## config.mk

```make
export PLATFORM = sky130hd
export DESIGN_NAME = em_sequencer_flat
export DESIGN_NICKNAME = d
export VERILOG_FILES = /design/src/rtl/em_sequencer_if.sv /design/src/rtl/em_sequencer.sv /design/src/flat_wrapper.sv
export SDC_FILE = /design/constraint.sdc
export NUM_CORES = 1
export LEC_CHECK = 0
export ABC_AREA = 0
export BUFFER_PORTS_ARGS = -buffer_cell sky130_fd_sc_hd__buf_2
export CAP_MARGIN = 5
export CELL_PAD_IN_SITES_DETAIL_PLACEMENT = 1
export CELL_PAD_IN_SITES_GLOBAL_PLACEMENT = 1
export CORE_MARGIN = 1.5
export CORE_UTILIZATION = 42
export DETAILED_ROUTE_END_ITERATION = 7
export PLACE_DENSITY_LB_ADDON = 0.05
export SKIP_CTS_REPAIR_TIMING = 1
export SYNTH_ARGS = -nofsm -noshare
export SYNTH_HDL_FRONTEND = slang
export SYNTH_SLANG_ARGS = --single-unit
export TNS_END_PERCENT = 30
```

## constraint.sdc

```tcl
create_clock -name CLK -period 3.4 [get_ports CLK]
set_clock_uncertainty 0.1 [all_clocks]
set_input_delay 0.68 -clock CLK [delete_from_list [all_inputs] [get_ports CLK]]
set_output_delay 0.68 -clock CLK [all_outputs]
set_load 0.03 [all_outputs]
```

## src/rtl/em_sequencer_if.sv

```systemverilog
// Tile-controller and edge-memory handshake for em_sequencer.
// The master drives the run request and per-node hold flags; the slave drives the memory controls and status.
interface em_sequencer_if #(
    parameter int NEM  = 4,
    parameter int SELW = 3,
    parameter int CW   = 16
);
    logic                START;
    logic [CW-1:0]       CYCLES;
    logic [NEM-1:0]      HOLD;
    logic [NEM-1:0]      SHIFT_EN;
    logic                INIT;
    logic [NEM*SELW-1:0] SEL;
    logic                BUSY;
    logic                DONE;
    logic [CW-1:0]       ITER;

    modport master (
        output START, CYCLES, HOLD,
        input  SHIFT_EN, INIT, SEL, BUSY, DONE, ITER
    );

    modport slave (
        input  START, CYCLES, HOLD,
        output SHIFT_EN, INIT, SEL, BUSY, DONE, ITER
    );
endinterface

```

## src/rtl/em_sequencer.sv

```systemverilog
// Edge-memory sequencer: preloads every memory for N cycles, then runs CYCLES decode cycles
// with hold-gated shifting and a fresh LFSR-derived tap select per cycle.
//
// state | meaning
// IDLE  | waiting for START; ITER/SEL keep last run's values
// INIT  | N cycles, all memories shift in the preload stream
// RUN   | latched-count cycles, SHIFT_EN = ~HOLD, LFSR advances every cycle
// FIN   | one-cycle DONE pulse, START ignored
module em_sequencer #(
    parameter int          N    = 8,
    parameter int          SELW = 3,
    parameter int          NEM  = 4,
    parameter int          CW   = 16,
    parameter logic [15:0] SEED = 16'hACE1
) (
    input  logic           CLK,
    input  logic           RESET,
    em_sequencer_if.slave  bus
);

    localparam int          SW       = NEM * SELW;
    localparam logic [15:0] SEED_EFF = (SEED == 16'h0000) ? 16'h0001 : SEED;
    localparam logic [SELW-1:0] PH_LAST = SELW'(N - 1);

    typedef enum logic [1:0] {
        S_IDLE = 2'd0,
        S_INIT = 2'd1,
        S_RUN  = 2'd2,
        S_FIN  = 2'd3
    } state_t;

    state_t          state_q, state_d;
    logic [SELW-1:0] phase_q, phase_d;
    logic [CW-1:0]   count_q, count_d;
    logic [CW-1:0]   iter_q, iter_d;
    logic [15:0]     lfsr_q, lfsr_d;
    logic [SW-1:0]   sel_q, sel_d;
    logic            init_q, init_d;
    logic            busy_q, busy_d;
    logic            done_q, done_d;
    logic            run_q, run_d;

    function automatic logic [15:0] lfsr_step(input logic [15:0] l);
        return (l >> 1) ^ (l[0] ? 16'hB400 : 16'h0000);
    endfunction

    always_comb begin
        state_d = state_q;
        phase_d = phase_q;
        count_d = count_q;
        iter_d  = iter_q;
        lfsr_d  = lfsr_q;
        sel_d   = sel_q;
        init_d  = 1'b0;
        busy_d  = 1'b0;
        done_d  = 1'b0;
        run_d   = 1'b0;
        case (state_q)
            S_IDLE: begin
                if (bus.START) begin
                    state_d = S_INIT;
                    count_d = bus.CYCLES;
                    phase_d = '0;
                    lfsr_d  = SEED_EFF;
                    iter_d  = '0;
                    init_d  = 1'b1;
                    busy_d  = 1'b1;
                end
            end
            S_INIT: begin
                if (phase_q == PH_LAST) begin
                    if (count_q != '0) begin
                        state_d = S_RUN;
                        run_d   = 1'b1;
                        busy_d  = 1'b1;
                        sel_d   = lfsr_q[SW-1:0];
                    end else begin
                        state_d = S_FIN;
                        done_d  = 1'b1;
                    end
                end else begin
                    phase_d = phase_q + 1'b1;
                    init_d  = 1'b1;
                    busy_d  = 1'b1;
                end
            end
            S_RUN: begin
                // The LFSR steps even for held memories so every tap stays decorrelated.
                lfsr_d = lfsr_step(lfsr_q);
                iter_d = iter_q + 1'b1;
                if (iter_d == count_q) begin
                    state_d = S_FIN;
                    done_d  = 1'b1;
                end else begin
                    run_d  = 1'b1;
                    busy_d = 1'b1;
                    sel_d  = lfsr_d[SW-1:0];
                end
            end
            S_FIN: begin
                state_d = S_IDLE;
            end
            default: begin
                state_d = S_IDLE;
            end
        endcase
    end

    always_ff @(posedge CLK) begin
        if (RESET) begin
            state_q <= S_IDLE;
            phase_q <= '0;
            count_q <= '0;
            iter_q  <= '0;
            lfsr_q  <= SEED_EFF;
            sel_q   <= '0;
            init_q  <= 1'b0;
            busy_q  <= 1'b0;
            done_q  <= 1'b0;
            run_q   <= 1'b0;
        end else begin
            state_q <= state_d;
            phase_q <= phase_d;
            count_q <= count_d;
            iter_q  <= iter_d;
            lfsr_q  <= lfsr_d;
            sel_q   <= sel_d;
            init_q  <= init_d;
            busy_q  <= busy_d;
            done_q  <= done_d;
            run_q   <= run_d;
        end
    end

    // HOLD gates the shift within the same cycle, so no registered lag on SHIFT_EN in RUN.
    assign bus.SHIFT_EN = run_q ? ~bus.HOLD : {NEM{init_q}};
    assign bus.INIT     = init_q;
    assign bus.SEL      = sel_q;
    assign bus.BUSY     = busy_q;
    assign bus.DONE     = done_q;
    assign bus.ITER     = iter_q;

endmodule

```

## src/flat_wrapper.sv

```systemverilog
// flat-port wrapper written by rule: the top's interface ports become plain ports
module em_sequencer_flat 
#(
    parameter int          N    = 8,
    parameter int          SELW = 3,
    parameter int          NEM  = 4,
    parameter int          CW   = 16,
    parameter logic [15:0] SEED = 16'hACE1
)
  (CLK, RESET, bus_START, bus_CYCLES, bus_HOLD, bus_SHIFT_EN, bus_INIT, bus_SEL, bus_BUSY, bus_DONE, bus_ITER);
  em_sequencer_if #(.NEM(NEM), .SELW(SELW), .CW(CW)) bus_i ();
  input  logic CLK;
  input  logic RESET;
  input wire logic [$bits(bus_i.START)-1:0] bus_START;
  input wire logic [$bits(bus_i.CYCLES)-1:0] bus_CYCLES;
  input wire logic [$bits(bus_i.HOLD)-1:0] bus_HOLD;
  output wire logic [$bits(bus_i.SHIFT_EN)-1:0] bus_SHIFT_EN;
  output wire logic [$bits(bus_i.INIT)-1:0] bus_INIT;
  output wire logic [$bits(bus_i.SEL)-1:0] bus_SEL;
  output wire logic [$bits(bus_i.BUSY)-1:0] bus_BUSY;
  output wire logic [$bits(bus_i.DONE)-1:0] bus_DONE;
  output wire logic [$bits(bus_i.ITER)-1:0] bus_ITER;
  assign bus_i.START = bus_START;
  assign bus_i.CYCLES = bus_CYCLES;
  assign bus_i.HOLD = bus_HOLD;
  assign bus_SHIFT_EN = bus_i.SHIFT_EN;
  assign bus_INIT = bus_i.INIT;
  assign bus_SEL = bus_i.SEL;
  assign bus_BUSY = bus_i.BUSY;
  assign bus_DONE = bus_i.DONE;
  assign bus_ITER = bus_i.ITER;
  em_sequencer #(.N(N), .SELW(SELW), .NEM(NEM), .CW(CW), .SEED(SEED)) u_core (.CLK(CLK), .RESET(RESET), .bus(bus_i));
endmodule
```

# Word-level counts from Yosys, hierarchy flattened
# Cells that the tools add are included.
dict set report totals {
  reg_bits 69
  output_inout_bits 35
  elab_cells 66
}
dict set report op_classes {
  addsub 2
  n_eq_ne 11
  muxes 31
  bitwise_logic 2
  reduce_logical 10
}
# operator count
set op_table {}
lappend op_table {{case mux 16 bit (2 select lines)} 2}
lappend op_table {{2-to-1 mux 16 bit} 3}
lappend op_table {{2-to-1 mux 12 bit} 3}
lappend op_table {{case mux 12 bit (2 select lines)} 1}
lappend op_table {{adder 16 x 1 -> 16 bit (second input constant)} 1}
lappend op_table {{== test 16 bit} 1}
lappend op_table {{nonzero test 16 bit} 1}
lappend op_table {{bitwise XOR 15 x 16 -> 16 bit} 1}
lappend op_table {{2-to-1 mux 1 bit} 10}
lappend op_table {{case mux 2 bit (4 select lines)} 1}
lappend op_table {{2-to-1 mux 2 bit} 3}
lappend op_table {{2-to-1 mux 3 bit} 2}
lappend op_table {{inequality test 2 x 1 -> 1 bit (second input constant)} 3}
lappend op_table {{inequality test 2 bit (second input constant)} 3}
lappend op_table {{case mux 1 bit (2 select lines)} 3}
lappend op_table {{case mux 3 bit (2 select lines)} 1}
lappend op_table {{AND reduction 3 bit} 2}
lappend op_table {{nonzero test 2 bit} 3}
lappend op_table {{== test 2 bit (second input constant)} 2}
lappend op_table {{2-to-1 mux 4 bit} 1}
lappend op_table {{inverter 4 bit} 1}
lappend op_table {{AND reduction 2 bit} 2}
lappend op_table {{AND reduction 4 bit} 1}
lappend op_table {{adder 3 x 1 -> 3 bit (second input constant)} 1}
lappend op_table {{4 further kinds} 4}

# Depth between registers and ports, before layout
dict set report logic_depth {
  ltp_word 4
  mapped_depth 11
  mapped_depth_nobuf 9
}

# Worst setup path after synthesis
# OpenSTA, ideal clock, no wires.
dict set report synth_path {
  path_kind {flip-flop to flip-flop}
  from {register u_core.iter_q[2] (netlist: u_core.bus.ITER[2])}
  to {register u_core.sel_q[1] (netlist: u_core.bus.SEL[1])}
  setup_ns 0.142
  arrival_ns 2.593
  path_slack_ns 0.565
  stages_incl_launch_ff 11
  n_path_buf 3
  synth_period_minus_slack_ns 2.835
  path_cell_list {dfxtp_1 -> buf_2 -> nand4_1 -> buf_2 -> or3_4 -> a221oi_2 -> nand4_1 -> or4_4 -> buf_6 -> a21oi_1 -> a311oi_1}
}
dict set report synth_via {
  elab_chain_len 4
}
# element line_no
set synth_lines {}
lappend synth_lines {{from (decl)} em_sequencer.sv:35} ;# logic [CW-1:0] iter_q, iter_d;
lappend synth_lines {{from (signal assigned)} em_sequencer.sv:125} ;# iter_q <= iter_d;
lappend synth_lines {{adder 16 x 1 -> 16 bit} em_sequencer.sv:90} ;# iter_d = iter_q + 1'b1;
lappend synth_lines {{== test 16 bit} em_sequencer.sv:91} ;# if (iter_d == count_q) begin
lappend synth_lines {{inequality test 2 bit (no source line)} --}
lappend synth_lines {{AND reduction 4 bit (no source line)} --}
lappend synth_lines {{to (signal assigned)} em_sequencer.sv:127} ;# sel_q <= sel_d;
lappend synth_lines {{to (decl)} em_sequencer.sv:37} ;# logic [SW-1:0] sel_q, sel_d;
# No other way between the ends.
# A chain may end at the register's enable or synchronous reset.

# Worst setup path after layout
dict set report layout_path {
  from {register u_core.iter_q[2] (netlist: u_core.bus.ITER[2])}
  to {register u_core.sel_q[0] (netlist: u_core.bus.SEL[0])}
}
# The elaborated chain is that of the path after synthesis.

==> results.md <==
- The flow ran to the end, and the final reports show no timing, DRC or antenna violations.
- In this run the static leakage power is about 0.0016 µW.
- The number of antenna violations at the first check in global routing is 0.
- For this design, the sink count on the clock tree is 69.
- The main combinational cell family by area after synthesis is compound AO/OA/AOI/OAI gates.
- In this run the number of H-tree levels came out at 3.
- The share of layout cells above drive strength 1 is around a fifth.
- The placement row count is 33.
- In this run the most critical hold path is launched from u_core.phase_q[1].
- Setup repair after global routing left no endpoint under its margin.
- The count of flip-flops with a built-in enable after synthesis is 0.
- The area overhead of the layout relative to synthesis is 15.7%.
- Summed over all failing endpoints, the final setup total negative slack is 0 ns.
- After legalization and detailed placement, the total HPWL measured roughly 8100 µm.
- For the worst setup path, the data arrival time is between 3 and 4 ns.
- The total I/O pin count is 58.
- The total core area is approximately 8300 µm².
- The count of buffers from port buffering is 57.
- Walking the worst path, the cells encountered are nand4_1, or2_1, o41ai_1, o2111ai_1, or4_4, a21oi_1, a311oi_1.
- The internal power is approximately 1700 µW.
- The total detailed-routing wirelength is roughly 11000 µm.
- Synthesis produced a netlist with a net count of 492.
- The category of the worst setup path launch point is a flop.
- For this run, the register share of the synthesized area comes to between 30% and 40%.
- The total of endpoints with negative setup slack in the final report is 0.
- The synthesized-area fraction occupied by adder cells is around 2.4%.
- The number of global-route vias before repair is between 3000 and 4000.
- The most used flip-flop cell after synthesis is dfxtp_1.
- The power density normalized to cell area is between 700 and 800 nW/µm².
- The count of routing violations after the opening detailed-route iteration is between 100 and 150.
- The detail route stage leaves a number of antenna-violating nets equal to 0.
- For the pin with the worst max-slew slack, the measured transition is 0.874 ns.
- The clock root buffer is clkbuf_8.
- 0 antenna diodes ended up in the layout.
- Derived from the worst setup path, the maximum achievable clock frequency is between 300 and 400 MHz.
- Total power for the finished layout comes to 3010 µW.
- In this run the number of cells on the critical path is 7.
- The startpoint identified for the worst register-to-register timing path is u_core.bus.ITER[2].
- Hold timing on the final database bottoms out at a slack of 0.367 ns.
- The aggregate global routing overflow is 0.
- The shortest period the worst path allows is 3.08 ns.
- The reported net switching power is ~1300 µW.
- The xor and xnor area share after synthesis is 4.28%.
- The global-route wire length before repair is 18700 µm.
- Averaged over all synthesized cells, the footprint is around 8.0 µm².
- The total global routing track utilization is about a quarter.
- The slowest stage of the critical path belongs to the cell or4_4.
- The sequential cell fraction of total power is ~35%.
- The proportion of synthesized area in mux cells is 4.65%.
- The sort of element at the end of the critical path is a flop.
- The switching part of the total is 42.5%.
- The critical path class is reg2reg.
- For this run, the post-layout net count is 539.
- The largest single stage delay on the critical path is a little under 0.7 ns.
- The count of final max-slew check failures is 0.
- The worst max-slew margin expressed relative to the limit is between 40% and 50%.
- Synthesis produced a netlist whose cell count is ~460.
- In the routed layout, each cell is associated on average with a via count of between 5 and 6.
- The number of DRC violations after detailed routing is 0.
- Entering global routing, the biggest net connects 50 pins.
- The warning count from the yosys run is 0.
- The horizontal die dimension is ~97 µm.
- In the layout the commonest cells are 69 x dfxtp_1, 62 x nand2_1, 57 x buf_2.
- The first detailed-routing pass ran for 4 iterations.
- For this block, the via count after detailed routing is 3671.
- Summing the areas of all and, or, nand and nor instances in the mapped netlist gives between 20% and 30% of the synthesized area.
- The share of power burned in combinational logic is a little over two fifths.
- At the end of routability-driven placement, the weighted congestion stood at approximately 1.
- Synthesis inferred around 70 register bits.
- The post-synthesis cell type count is 55.
- From bottom edge to top edge, the die measures 96.7 µm.
- The starting density of the core is about 44%.
- The clock input transition at the sequential cells of the worst setup and hold paths is ~0.080 ns.
- The worst endpoint required time is around 3.5 ns.
- The worst IR drop on VDD is about 0.25 mV.
- The launching instance or port of the critical path is u_core.bus.ITER[2].
- In the synthesized netlist the async set-or-reset flop fraction comes to 0%.
- Along the worst path, the maximum fanout reaches 12.
- The worst register-to-register path has a depth of 7.
- The worst hold path class is reg2reg.
- The most common cell after layout, fill and taps aside is dfxtp_1.
- The count of max-cap constraint violations is 0.
- Among cell families on the critical path, the largest total delay comes from simple AND/OR/NAND/NOR gates.
- The number of buffers and inverters on the critical path is 0.
- The proportion of power drawn by the clock network is 22.6%.
- In this run, CTS created clock tree buffers numbering 9.
- The number of endpoints with negative hold slack in the final report is 0.
- The average routed wire per standard cell is between 15 and 20 µm.
- Summing every instance area after synthesis gives around 3700 µm².
- The area fraction in compound gates after synthesis is between 20% and 30%.
- TritonCTS built the clock tree.
- The die covers roughly 9300 µm².
- The depth of the worst hold-timing path is 2.
- The longest clock path from root to sink contains 2 buffers.
- The clock network latency to the later pin of the worst-skew pair is between 0.3 and 0.4 ns.
- In the finished design, the share of the clock period the worst path needs comes to roughly nine tenths.
==> cell usage after synthesis, drive strengths merged (2+ instances only) <==
library cell | count | share of area [%]
a311oi | 14 | 3.3
inv | 9 | 0.92
o31ai | 2 | 0.41
a22oi | 10 | 2.0
xnor2 | 12 | 2.9
a21oi | 52 | 7.2
xor2 | 6 | 1.4
nor3 | 10 | 1.4
o41ai | 2 | 0.48
or4 | 3 | 0.71
o211ai | 4 | 0.81
nor2 | 32 | 3.3
o2111ai | 2 | 0.48
clkbuf | 27 | 2.7
nand2b | 13 | 2.2
nand4 | 5 | 0.85
or2 | 4 | 0.68
a31oi | 5 | 0.85
nand3 | 14 | 1.9
o22ai | 9 | 1.5
o21ai | 16 | 2.2
and2 | 5 | 0.85
nor2b | 5 | 0.85
dfxtp | 69 | 37
nor4 | 9 | 1.5
mux2i | 16 | 4.3
buf | 10 | 1.5
and4 | 4 | 0.95
a211oi | 7 | 1.4
ha | 7 | 2.4
nand2 | 62 | 6.3
==> stage by stage <==
stage / worst slack, ns / instances / instance area (µm²) / utilization [%]
after floorplan: 0.565 / 462 / 3690 / -
after global routing: 0.0506 / 619 / 4270 / 51.1
after CTS: 0.345 / 619 / 4270 / 51.1
after detailed placement: 0.362 / 603 / 4070 / 48.8
after global placement: 0.507 / 603 / 4070 / 48.8
final: 0.319 / 619 / 4270 / 51.1
==> layout make-up <==
class                           count  area, µm²
Timing Repair Buffer               73        405
Fill cell                        1044       4080
Tap cell                          105        131
Sequential cell                    69       1380
Multi-Input combinational cell    347       2110
Clock buffer                        9        124
Inverter                            9       33.8
Clock inverter                      7       75.1
==> worst min-delay path: cells and delay by family (launching register included) <==
kind / cells / cell delay, ns
simple gates: 1 / 0.05
compound gates: 1 / 0.05
flops: 1 / 0.32
==> routing by layer <==
layer	share of wire [%]	global-route usage, %
met1	45	30.6
met4	3.2	9.92
met5	0	0
met2	48	41.3
met3	3.6	4.70
==> flip-flops by register name, summed over array words and instances, names as in the netlist <==
register / flops
u_core.count_q: 16
u_core.state_q: 2
u_core.bus.INIT: 1
u_core.bus.SEL: 12
u_core.bus.DONE: 1
u_core.run_q: 1
u_core.bus.BUSY: 1
u_core.lfsr_q: 16
u_core.phase_q: 3
u_core.bus.ITER: 16
==> power by group through the flow <==
stage | Sequential, µW | Clock, µW | Combinational [µW]
finish | 1070 | 680 | 1270
global route | 1090 | 735 | 1400
CTS | 1070 | 697 | 1270
detailed placement | 1090 | 0 | 1260
global placement | 1080 | 0 | 1220
floorplan | 1190 | 0 | 795
==> kinds of logic (layout without fill, tap and decap cells) <==
family,after synthesis,after routing
mux,17,17
fa+ha+maj,7,7
compound gates,134,134
xor+xnor,18,18
flops,69,69
buf+inv,46,98
simple gates,171,171
==> path summary, 6_finish.rpt <==
check	endpoint	slack (ns)
worst min-delay path	u_core.phase_q[1]	0.37
worst max-delay path	u_core.bus.SEL[0]	0.32
worst max register to register	u_core.bus.SEL[0]	0.32
worst min register to register	u_core.phase_q[1]	0.37
(Power assumes the default switching activity.)
